[src/rtl/axis_pkt_arbiter.sv]
// Packet-atomic N:1 AXI-Stream arbiter with round-robin grant, oversize truncation and drain.
// Define ARB_FIXED_PRIO_EN to replace round-robin with lowest-index-wins priority.
module axis_pkt_arbiter #(
  parameter int NUM_IN    = 4,
  parameter int DATA_W    = 64,
  parameter int MAX_FLITS = 23,
  parameter int CNT_W     = 32
) (
  input  logic                       CLK,
  input  logic                       ARESETN,
  input  logic [NUM_IN*DATA_W-1:0]   s_axis_tdata,
  input  logic [NUM_IN*DATA_W/8-1:0] s_axis_tkeep,
  input  logic [NUM_IN-1:0]          s_axis_tlast,
  input  logic [NUM_IN-1:0]          s_axis_tvalid,
  output logic [NUM_IN-1:0]          s_axis_tready,
  output logic [DATA_W-1:0]          m_axis_tdata,
  output logic [DATA_W/8-1:0]        m_axis_tkeep,
  output logic                       m_axis_tlast,
  output logic                       m_axis_tvalid,
  input  logic                       m_axis_tready,
  output logic [$clog2(NUM_IN)-1:0]  grant_id,
  output logic                       busy,
  output logic [CNT_W-1:0]           pkt_count,
  output logic                       oversize_err
);

  localparam int GW = $clog2(NUM_IN);
  localparam int KW = DATA_W / 8;
  localparam int FW = $clog2(MAX_FLITS + 1);

  typedef enum logic [1:0] {
    ST_IDLE,
    ST_STREAM,
    ST_DRAIN
  } state_t;

  state_t          state_q, state_d;
  logic [GW-1:0]   grant_q, grant_d;
  logic [FW-1:0]   flit_cnt_q, flit_cnt_d;
  logic [CNT_W-1:0] pkt_cnt_q, pkt_cnt_d;
  logic            oversize_q, oversize_d;

  logic [GW-1:0]   sel_idx;
  logic            sel_found;

  logic [DATA_W-1:0] src_data [NUM_IN];
  logic [KW-1:0]     src_keep [NUM_IN];

  genvar gi;
  generate
    for (gi = 0; gi < NUM_IN; gi++) begin : g_slice
      assign src_data[gi] = s_axis_tdata[gi*DATA_W +: DATA_W];
      assign src_keep[gi] = s_axis_tkeep[gi*KW +: KW];
    end
  endgenerate

  logic g_valid, g_last, at_max;
  assign g_valid = s_axis_tvalid[grant_q];
  assign g_last  = s_axis_tlast[grant_q];
  assign at_max  = (flit_cnt_q == FW'(MAX_FLITS - 1));

  assign m_axis_tdata = src_data[grant_q];
  assign m_axis_tkeep = src_keep[grant_q];
  assign grant_id     = grant_q;
  assign busy         = (state_q != ST_IDLE);
  assign pkt_count    = pkt_cnt_q;
  assign oversize_err = oversize_q;

`ifdef ARB_FIXED_PRIO_EN
  // Descending scan so the lowest-index requester is the last (winning) assignment.
  always_comb begin
    sel_idx   = '0;
    sel_found = 1'b0;
    for (int k = NUM_IN - 1; k >= 0; k--) begin
      if (s_axis_tvalid[k]) begin
        sel_found = 1'b1;
        sel_idx   = GW'(k);
      end
    end
  end
`else
  logic [GW-1:0] ptr_q, ptr_d;
  int unsigned   rr_cand;

  // Scan offsets NUM_IN..1 so the requester nearest after ptr_q wins.
  always_comb begin
    sel_idx   = '0;
    sel_found = 1'b0;
    rr_cand   = 0;
    for (int k = NUM_IN; k >= 1; k--) begin
      rr_cand = 32'(ptr_q) + 32'(k);
      if (rr_cand >= 32'(NUM_IN)) rr_cand = rr_cand - 32'(NUM_IN);
      if (s_axis_tvalid[rr_cand]) begin
        sel_found = 1'b1;
        sel_idx   = GW'(rr_cand);
      end
    end
  end
`endif

  always_comb begin
    state_d       = state_q;
    grant_d       = grant_q;
    flit_cnt_d    = flit_cnt_q;
    pkt_cnt_d     = pkt_cnt_q;
    oversize_d    = 1'b0;
`ifndef ARB_FIXED_PRIO_EN
    ptr_d         = ptr_q;
`endif
    s_axis_tready = '0;
    m_axis_tvalid = 1'b0;
    m_axis_tlast  = 1'b0;
    case (state_q)
      ST_IDLE: begin
        if (sel_found) begin
          grant_d = sel_idx;
          state_d = ST_STREAM;
        end
      end
      ST_STREAM: begin
        m_axis_tvalid          = g_valid;
        m_axis_tlast           = g_last | at_max;
        s_axis_tready[grant_q] = m_axis_tready;
        if (g_valid && m_axis_tready) begin
          if (g_last || at_max) begin
            pkt_cnt_d  = pkt_cnt_q + CNT_W'(1);
            flit_cnt_d = '0;
            oversize_d = ~g_last;
`ifndef ARB_FIXED_PRIO_EN
            ptr_d      = grant_q;
`endif
            state_d    = g_last ? ST_IDLE : ST_DRAIN;
          end else begin
            flit_cnt_d = flit_cnt_q + FW'(1);
          end
        end
      end
      ST_DRAIN: begin
        s_axis_tready[grant_q] = 1'b1;
        if (g_valid && g_last) state_d = ST_IDLE;
      end
      default: state_d = ST_IDLE;
    endcase
  end

  always_ff @(posedge CLK or negedge ARESETN) begin
    if (!ARESETN) begin
      state_q    <= ST_IDLE;
      grant_q    <= '0;
      flit_cnt_q <= '0;
      pkt_cnt_q  <= '0;
      oversize_q <= 1'b0;
`ifndef ARB_FIXED_PRIO_EN
      ptr_q      <= GW'(NUM_IN - 1);
`endif
    end else begin
      state_q    <= state_d;
      grant_q    <= grant_d;
      flit_cnt_q <= flit_cnt_d;
      pkt_cnt_q  <= pkt_cnt_d;
      oversize_q <= oversize_d;
`ifndef ARB_FIXED_PRIO_EN
      ptr_q      <= ptr_d;
`endif
    end
  end

endmodule

[config.mk]
export PLATFORM = sky130hd
export DESIGN_NAME = axis_pkt_arbiter
export DESIGN_NICKNAME = d
export VERILOG_FILES = /design/src/rtl/axis_pkt_arbiter.sv
export SDC_FILE = /design/constraint.sdc
export NUM_CORES = 1
export LEC_CHECK = 0
export CORE_AREA = 2 2 161 163
export DETAILED_ROUTE_END_ITERATION = 7
export DIE_AREA = 0 0 163 165
export HOLD_SLACK_MARGIN = 0.05
export MAX_ROUTING_LAYER = met4
export PLACE_DENSITY = 0.58
export SKIP_CTS_REPAIR_TIMING = 1
export SYNTH_ARGS = -nofsm -noshare
export SYNTH_HDL_FRONTEND = slang
export SYNTH_SLANG_ARGS = --single-unit
[constraint.sdc]
create_clock -name CLK -period 4.65 [get_ports CLK]
set_input_delay 0.93 -clock CLK [delete_from_list [all_inputs] [get_ports CLK]]
set_output_delay 0.93 -clock CLK [all_outputs]
set_load 0.02 [all_outputs]
======== Word-level counts from Yosys, hierarchy flattened ========
Cells that the tools add are included.
cells by class
  multiplexer cells ....................... 45
  add/subtract/negate cells ............... 10
  eq/ne operators ......................... 7
  reduce and logical (&&, ||, !) cells .... 10
  $lt $le $gt $ge ......................... 11
  bitwise gates (word level) .............. 4
operators by type and width
  cell                   count
  $bmux 64 s2            1
  $lt 32x3->1 const B    4
  $mux 32                4
  $mux 64                2
  $add 32x1->32 const B  1
  $mux 2                 9
  $bmux 8 s2             1
  $mux 1                 16
  $mux 8                 2
  $bmux 1 s2             6
  $ge 3x3->1 const B     4
  $sub 3x3->4 const B    3
  $ne 2x2->1 const B     4
  $pmux 4 s2             1
  $add 2x2->3 const B    2
  $pmux 2 s3             1
  $add 5x1->5 const B    1
  $eq 5x5->1 const B     1
  $mux 5                 1
  $sub 4x3->5 const B    1
  $add 2x3->4 const B    1
  $and 4x4->4            1
  $ge 4x3->1 const B     1
  $reduce_and 2->1       2
  other kinds (15)       17
storage, ports and cells
  bits in registers ....................... 44
  word-level logic and storage cells ...... 93
  output and inout bits ................... 114

======== Longest topological paths before layout ========
Gate-level depths: netlist (run 1).
  depth after elaboration ................. 11
  gate-level depth with buffers ........... 8

======== Worst setup path after synthesis (run 1) ========
No wires, ideal clock.
  path kind ............................... in2out
  start point ............................. input s_axis_tlast[3]
  end point ............................... output m_axis_tlast
  required time ........................... 3720 ps
  path buffers ............................ 0
  path slack .............................. 1752 ps
  stages on the path ...................... 3
  arrival ................................. 1968 ps
  cells stage by stage .................... mux4_2 or2_2 and2_1
on the way
  longest elaborated chain between the ends .. 4
ends and longest elaborated chain
  element                       RTL line  text
  start: declaration            13        input logic [NUM_IN-1:0] s_axis_tlast,
  $bmux 1 s2                    59        assign g_last = s_axis_tlast[grant_q];
  $mux 1 (not written as such)  59
  $or 1x1->1                    122       m_axis_tlast = g_last | at_max;
  $mux 1                        113       case (state_q)
  end: declaration              18        output logic m_axis_tlast,
No other way between the ends. The select of a mux whose other input is x is not followed.

======== Worst setup path in the final report (run 1) ========
  start point ............................. input s_axis_tlast[0]
  end point ............................... output m_axis_tlast
The elaborated chain is that of the path after synthesis.

==> impl_metrics.csv, run 1 <==
group,metric,value,unit
status,status,"finished clean",
logic_synthesis,synth_mux_area_share,43.50,%
floorplanning,num_rows,58,
pwr,p_comb_share,74.5,%
detailed_routing,firstDrtPassIters,4,
clocking,numClockSinks,44,
hold_path,hold_end,"pkt_count[31]",
pwr,power.switching,1582,uW
layout,fin_util,34.37,%
sta,drv_slew,0,
clocking,htreeDepth,2,
clocking,clk_latency,280,ps
layout,fin_area,0.008605,mm2
global_routing,grt_pass1_wl,29800,um
setup_path,crit_fanout,4,
sta,setup-tns-final,0,ps
setup_path,worstSetupStartpointType,"input port",
detailed_routing,vias_per_cell,4.305,
logic_synthesis,yosys.area_share.adder,1.922,%
global_routing,antenna_found_initial,6,
floorplanning,die_area,0.02690,mm2
layout,layout.cells.most_common,"clkdlybuf4s50_1",
sta,hold_viol_final,0,
pwr,switching_share,41.24,%
detailed_routing,first_iter_violations,259,
floorplanning,num_io_pins,413,
detailed_routing,met3_length,1613,um
placement,placed_area,0.008426,mm2
flow_run,cap_viol_max_count,0,
pwr,leakage,0.003146,uW
logic_synthesis,synth_cells,293,
pwr,p_seq_share,15.2,%
floorplanning,die_x,163,um
setup_path,r2r_start,"grant_id[0]",
sta,relSlewSlack,51.52,%
global_routing,grt_use_total,15.52,%
clocking,tritoncts,"yes",
floorplanning,initial_core_util,15.60,%
logic_synthesis,yosysWarnings,0,
detailed_routing,route.met2.wl,11040,um
sta,rsz0062_at_grt,"false",
pwr,vdd_drop_max,251.4,uV
layout,fillers,2492,
detailed_routing,wl_per_cell,21.35,um
logic_synthesis,ys_seq_elements,44,
setup_path,reg2reg_depth,5,
setup_path,endpoint_kind,"output port",
hold_path,holdPathStages,1,
clocking,clk_pin_slew_worst_paths,60,ps
clocking,cts_made_buffers,5,
detailed_routing,wl_met1,9112,um
placement,numPortBuffers,412,
setup_path,arrival,2950,ps
detailed_routing,vias,4456,
sta,worst_pin_slew,726.4,ps
pwr,total_power,3836,uW
clocking,cts-root-buf,"clkbuf_16",
setup_path,r2r-end,"pkt_count[1]",
pwr,internal_power,2254,uW
logic_synthesis,synth_fp_nets,598,
floorplanning,fp.dieH,165,um
hold_path,hold_class,"reg2reg",
placement,hpwl,19250,um
layout,seq_area,0.001111,mm2
logic_synthesis,synthXorXnorAreaFrac,7.175,%
global_routing,grt_max_degree,71,
setup_path,critPathKind,"in2out",
detailed_routing,topRoutingLayerUsed,"met4",
logic_synthesis,synth_simple_gate_area_share,12.68,%
layout,multiInputGateArea,0.002683,mm2
layout,final_nets,1003,
detailed_routing,drcViolationCount,0,
layout,drive_gt1_share,14.31,%
logic_synthesis,ys_types,39,
floorplanning,core_area,0.02504,mm2
clocking,clockBufferDepth,2,
logic_synthesis,ys_seq_area_share,28.25,%
placement,routabilityCongestion,0.9111,
logic_synthesis,synth_area,0.003906,mm2
sta,finalSetupViolCount,0,
sta,min_period_over_period,83.34,%
global_routing,grt_pass1_vias,4482,
detailed_routing,wl,22100,um
logic_synthesis,postSynth.asyncResetShare,100.0,%
logic_synthesis,synth_ff_type,"dfrtp_1",
sta,whs,473.7,ps
detailed_routing,postRouteAntennaNets,0,
logic_synthesis,synth_top_family_by_area,"multiplexers",
logic_synthesis,synth_compound_area_share,3.395,%
pwr,p_per_area,445.8,mW/mm2
hold_path,worstHoldStart,"pkt_count[31]",
logic_synthesis,avgSynthCellArea,13.33,um2
layout,area_growth_syn_to_layout,120.3,%
logic_synthesis,synth_edf_count,0,
pwr,p_clk_share,10.3,%
sta,min_period,3875,ps
global_routing,gr-total-overflow,0,
setup_path,r2r_slack,1840,ps
setup_path,cp_data_required_time,3720,ps
layout,final_cell_mix,"clkdlybuf4s50_1 (411), mux4_2 (74), dfrtp_1 (40)",
sta,max_freq,0.2580,GHz
sta,finClkSkew,6.009,ps
==> power groups by stage <==
| stage | clock network, uW | logic [uW] | registers (uW) |
|---|---|---|---|
| finish | 395 | 2860 | 584 |
| global route | 425 | 3010 | 608 |
| CTS | 408 | 2890 | 587 |
| detailed placement | 0 | 2880 | 596 |
| global placement | 0 | 2880 | 596 |
| floorplan | 0 | 1630 | 520 |
==> worst max path at each step <==
stage / start / endpoint / slack, ps
after detailed placement: s_axis_tlast[0] / m_axis_tlast / 780
after global routing: grant_id[0] / m_axis_tdata[41] / 680
after floorplan: s_axis_tlast[3] / m_axis_tlast / 1750
final: s_axis_tlast[0] / m_axis_tlast / 770
after global placement: s_axis_tlast[0] / m_axis_tlast / 770
after CTS: s_axis_tlast[0] / m_axis_tlast / 760
==> registers in the layout (all words and copies together), names as in the netlist <==
signal	cells
state_q	2
ptr_q	2
grant_id	2
pkt_count	32
flit_cnt_q	5
oversize_err	1
==> through the flow <==
| stage | setup WS [ps] | std cells |
|---|---|---|
| CTS | 762.6 | 1029 |
| global placement | 766.3 | 1021 |
| global route | 676.8 | 1035 |
| floorplan | 1752 | 293 |
| finish | 774.6 | 1035 |
| detailed placement | 776.3 | 1021 |
==> synth_stat cells, types with 2 or more instances <==
master	instances	area share, %
dfstp_2	2	1.3
nand3_1	17	2.2
o31ai_1	2	0.38
a32o_1	2	0.51
nor3b_1	2	0.38
nor4_4	2	1.1
nand2_1	23	2.2
nand2b_1	2	0.32
inv_1	8	0.77
and2_1	3	0.48
and4_1	4	0.90
xnor2_1	29	6.5
a21oi_1	4	0.51
dfrtp_1	42	27
mux4_2	74	43
and3_1	10	1.6
ha_1	6	1.9
nand4_1	10	1.6
buf_2	9	1.2
mux2_2	2	0.58
xor2_1	3	0.67
buf_1	2	0.19
nor2_1	5	0.48
clkbuf_1	8	0.77
o21ai_0	7	0.90
o21a_1	2	0.38
==> logic make-up (layout without fill, tap and decap cells) <==
kind of cell	Yosys count	in the layout
simple gates	85	85
mux	77	77
flops	44	44
xor+xnor	32	32
buf+inv	28	434
compound gates	21	21
fa+ha+maj	6	6
other cells	0	6
==> layer usage <==
layer	vias up	GRT usage [%]
li1	2003	-
met1	2233	20.02
met5	-	-
met2	204	25.37
met3	16	3.039
met4	0	3.339
==> layout make-up <==
| type | count | share of cell area (%) |
|---|---|---|
| diodes | 6 | 0.1745 |
| clock buffers | 6 | 1.498 |
| clock inverters | 2 | 0.4072 |
| inverters | 8 | 0.3490 |
| multi-input cells | 221 | 31.18 |
| flip-flops and latches | 44 | 12.91 |
| well taps | 330 | 4.799 |
| repair buffers | 418 | 48.68 |
==> worst max-delay path: stages <==
cell and delay (ps):
clkdlybuf4s50_1 430, mux4_2 550, or2_2 320, and2_1 160, clkdlybuf4s50_1 550
(Power assumes the default switching activity.)
==> run 2, diff against run 1 <==
Settings changed: CORE_AREA 2 2 161 163 to 2 2 159 161, DIE_AREA 0 0 163 165 to 0 0 161 163, PLACE_DENSITY 0.58 to 0.59.
Clock period 4.65 ns to 4 ns, I/O delays scaled along.
==> run 2 against run 1 <==
  * Sequential power grew 16%
  * Core utilization grew 0.44 points
  * Combinational power grew 17%
  * Critical path depth is the same
  * Clock-buffer cell count shrank 1
  * Register-to-register slack lost 310 ps
  * Largest cell class unchanged
  * Worst setup slack lost 350 ps
==> impl_metrics.csv, run 2 (same netlist as run 1, synthesis figures left out) <==
group,metric,value,unit
status,status,"finished clean",
placement,numPortBuffers,412,
layout,fin_util,34.81,%
clocking,cts-root-buf,"clkbuf_16",
global_routing,grt_pass1_wl,32510,um
sta,drv_slew,0,
clocking,tritoncts,"yes",
setup_path,critPathKind,"in2out",
detailed_routing,vias_per_cell,4.328,
setup_path,r2r-end,"pkt_count[31]",
layout,final_nets,1000,
global_routing,grt_max_degree,53,
sta,finClkSkew,5.213,ps
detailed_routing,wl,24150,um
setup_path,crit_fanout,4,
layout,fillers,2478,
layout,seq_area,0.001111,mm2
detailed_routing,first_iter_violations,309,
sta,min_period,3571,ps
pwr,p_per_area,525.2,mW/mm2
sta,rsz0062_at_grt,"false",
floorplanning,fp.dieH,163,um
setup_path,worstSetupEndpoint,"m_axis_tlast",
layout,layout.cells.most_common,"clkdlybuf4s50_1",
detailed_routing,postRouteAntennaNets,0,
pwr,switching_share,42.23,%
floorplanning,num_io_pins,413,
layout,drive_gt1_share,14.08,%
layout,final_cell_mix,"clkdlybuf4s50_1 (411), mux4_2 (74), dfrtp_1 (40)",
floorplanning,die_x,161,um
clocking,htreeDepth,2,
hold_path,hold_class,"reg2reg",
layout,area_growth_syn_to_layout,119.9,%
global_routing,gr-total-overflow,0,
pwr,p_seq_share,15.0,%
sta,min_period_over_period,89.29,%
clocking,clk_latency,290,ps
pwr,leakage,0.003130,uW
floorplanning,core_area,0.02467,mm2
setup_path,cp_data_required_time,3200,ps
sta,finalSetupViolCount,0,
setup_path,worstSetupStartpointType,"input port",
floorplanning,initial_core_util,15.83,%
pwr,total_power,4511,uW
setup_path,r2r_slack,1530,ps
pwr,internal_power,2606,uW
detailed_routing,firstDrtPassIters,4,
detailed_routing,vias,4471,
global_routing,grt_use_total,17.84,%
clocking,clockBufferDepth,2,
global_routing,antenna_found_initial,8,
flow_run,cap_viol_max_count,0,
layout,largest_register_ff_count,32,
pwr,power.switching,1905,uW
detailed_routing,wl_per_cell,23.38,um
sta,hold_viol_final,0,
pwr,p_clk_share,10.5,%
clocking,numClockSinks,44,
setup_path,crit_path_start,"s_axis_tlast[3]",
sta,max_freq,0.2800,GHz
clocking,clk_pin_slew_worst_paths,70,ps
sta,worst_pin_slew,1046,ps
detailed_routing,drcViolationCount,0,
sta,setup-tns-final,0,ps
global_routing,grt_pass1_vias,4482,
clocking,cts_made_buffers,5,
sta,relSlewSlack,30.25,%
pwr,vdd_drop_max,259.4,uV
placement,hpwl,21300,um
setup_path,r2r_start,"grant_id[1]",
setup_path,reg2reg_depth,5,
pwr,p_comb_share,74.4,%
floorplanning,num_rows,58,
placement,routabilityCongestion,0.9525,
setup_path,arrival,2770,ps
layout,multiInputGateArea,0.002683,mm2
setup_path,endpoint_kind,"output port",
floorplanning,die_area,0.02624,mm2
run 2: routing by layer:
metal  track usage [%]  up-vias  wire [um]
li1                  -     1998          -
met1             21.69     2223       9667
met2             29.13      235      11820
met3             6.239       15       2296
met4             3.003        0        368
met5                 -        -          0
run 2: how the worst min path moves through the flow:
stage / from / endpoint / slack [ps] / cells past startpoint
2_1_floorplan: flit_cnt_q[4] / flit_cnt_q[4] / 440 / 1
3_3_place_gp: pkt_count[31] / pkt_count[31] / 460 / 1
3_5_place_dp: pkt_count[31] / pkt_count[31] / 460 / 1
4_1_cts: pkt_count[31] / pkt_count[31] / 490 / 1
5_1_grt: pkt_count[31] / pkt_count[31] / 500 / 1
6_report: pkt_count[31] / pkt_count[31] / 480 / 1
run 2: cell type report:
cell class	count	area share [%]
clock inverter	3	0.4953
sequential	44	12.94
inverter	8	0.3497
antenna	7	0.2040
tap	330	4.808
timing repair buffer	415	48.51
multi-input combinational	221	31.24
clock buffer	5	1.457
run 2: power groups by stage:
stage	sequential, uW	combinational, uW	clock [uW]
floorplan	605	1900	0
global placement	695	3410	0
detailed placement	693	3410	0
CTS	686	3420	489
global route	700	3550	505
finish	679	3360	475
run 2: per-stage QoR:
stage                     instances  worst slack (ps)  hold slack, ps  instance area (um2)
after floorplan                 293              1362           444.4                 3906
after global placement         1018             434.0           461.8                 8403
after detailed placement       1018             423.3           462.4                 8403
after CTS                      1026             414.3           485.7                 8571
after global routing           1033             361.0           495.3                 8588
final                          1033             428.6           476.1                 8588
run 2: worst max-delay path: stages:
cell and delay, ps:
clkdlybuf4s50_1 390, mux4_2 540, or2_2 320, and2_1 170, clkdlybuf4s50_1 540
==> run 3, diff against run 2 <==
Settings changed: CORE_AREA 2 2 159 161 to 2 2 162 164, DIE_AREA 0 0 161 163 to 0 0 164 166, DONT_BUFFER_PORTS from default to 1, GPL_ROUTABILITY_DRIVEN from default to 0, PLACE_DENSITY 0.59 to 0.37.
==> run 3 against run 2 <==
  * Hold slack worse by 270 ps
  * Sequential power barely moved
  * Flip-flop and latch count stayed put
  * Register-to-register slack better by 60 ps
  * Highest routed layer unchanged
==> impl_metrics.csv, run 3 (same netlist as run 1, synthesis figures left out) <==
group,metric,value,unit
status,status,"finished clean",
setup_path,crit_slowest_cell,"buf_4",
global_routing,gr-total-overflow,0,
floorplanning,die_area,0.02722,mm2
placement,hpwl,16670,um
setup_path,critPathKind,"reg2out",
layout,fillers,2808,
detailed_routing,vias_per_cell,4.817,
floorplanning,num_io_pins,413,
sta,whs,202.4,ps
sta,relSlewSlack,45.63,%
detailed_routing,postRouteAntennaNets,0,
setup_path,endpoint_kind,"output port",
setup_path,cp_data_required_time,3200,ps
clocking,cts-root-buf,"clkbuf_16",
pwr,vdd_drop_max,266.7,uV
floorplanning,fp.dieH,166,um
detailed_routing,first_iter_violations,244,
detailed_routing,vias,3035,
setup_path,crit_chain,"buf_4, mux4_2",
layout,layout.cells.most_common,"mux4_2",
sta,drv_slew,0,
clocking,numClockSinks,44,
clocking,clk_pin_slew_worst_paths,60,ps
setup_path,r2r_start,"grant_id[0]",
clocking,cts_made_buffers,5,
sta,min_period,2963,ps
sta,min_period_over_period,74.07,%
clocking,clockBufferDepth,2,
layout,area_growth_syn_to_layout,15.60,%
placement,numPortBuffers,0,
floorplanning,initial_core_util,15.25,%
setup_path,critPathMaxStageDelay,660,ps
floorplanning,num_rows,59,
placement,place_inst,610,
clocking,htreeDepth,2,
hold_path,hold_class,"in2async",
sta,rsz0062_at_grt,"false",
layout,final_nets,587,
pwr,leakage,0.001552,uW
setup_path,worstSetupStartpointType,"register",
sta,finalSetupViolCount,0,
sta,finClkSkew,7.188,ps
layout,largest_register_ff_count,32,
floorplanning,die_x,164,um
global_routing,grt_pass1_wl,25740,um
setup_path,crit_fanout,62,
sta,max_freq,0.3375,GHz
clocking,tritoncts,"yes",
flow_run,cap_viol_max_count,0,
detailed_routing,firstDrtPassIters,4,
global_routing,grt_use_total,13.67,%
detailed_routing,wl,19210,um
clocking,clk_latency,290,ps
global_routing,grt_max_degree,68,
layout,drive_gt1_share,33.92,%
global_routing,antenna_found_initial,16,
layout,final_cell_mix,"mux4_2 (74), dfrtp_1 (40), xnor2_1 (29)",
global_routing,grt_pass1_vias,3104,
detailed_routing,drcViolationCount,0,
sta,hold_viol_final,0,
floorplanning,core_area,0.02562,mm2
pwr,p_per_area,755.0,mW/mm2
sta,setup-tns-final,0,ps
setup_path,crit_path_start,"grant_id[1]",
sta,worst_pin_slew,815.5,ps
setup_path,arrival,2160,ps
layout,finalNonFillerCells,630,
detailed_routing,wl_per_cell,30.50,um
## run 3: cell types whose count changed in the layout (fill, tap and decap cells not counted)
cell,before,now
buf_12,2,1
clkinvlp_4,1,0
bufinv_16,1,3
diode_2,7,12
buf_2,1,0
clkinv_2,1,0
clkdlybuf4s50_1,411,0
## run 3: per-stage QoR
stage,setup slack [ps],utilization (%),area (um2),total power (uW)
6_report,1037,17.63,4516,3409
5_1_grt,922.6,17.63,4516,3607
4_1_cts,1029,17.51,4486,3453
3_5_place_dp,1294,16.67,4270,2843
3_3_place_gp,1307,16.67,4270,2803
2_1_floorplan,1362,-,3906,2503
## run 3: path summary, 6_finish.rpt
path,endpoint,slack [ps],depth (start not counted)
min reg2reg,flit_cnt_q[4],510,1
max,m_axis_tdata[60],1040,2
max in group asynchronous,ptr_q[0],3620,0
min,pkt_count[13],200,0
min in group CLK,flit_cnt_q[4],510,1
max reg2reg,pkt_count[22],1590,5
## run 3: area by class of cell
class	instances	area [um2]	share of cell area, %
repair buffers	2	27.53	0.6096
clock inverters	3	90.09	1.995
clock buffers	5	125.1	2.771
well taps	335	419.2	9.282
multi-input cells	221	2683	59.41
flip-flops and latches	44	1111	24.61
diodes	12	30.03	0.6650
inverters	8	30.03	0.6650
## run 3: power breakdown
part | internal [uW] | switching, uW | leakage [uW]
clock network | 421 | 175 | 0.000104
registers | 521 | 161 | 0.000588
logic | 824 | 1310 | 0.000860
total | 1770 | 1640 | 0.00155
## run 3: metal layers
metal / global-route usage, % / vias up / share of wire, %
li1: - / 1175 / -
met3: 6.144 / 22 / 12
met1: 14.41 / 1594 / 35
met4: 5.950 / 0 / 1.8
met2: 22.01 / 244 / 51
met5: - / - / 0
## run 3: critical path, delay by kind of cell, from the launching register on
family,cells,cell delay (ps)
DFF,1,580
buffers and inverters,1,660
muxes,1,560
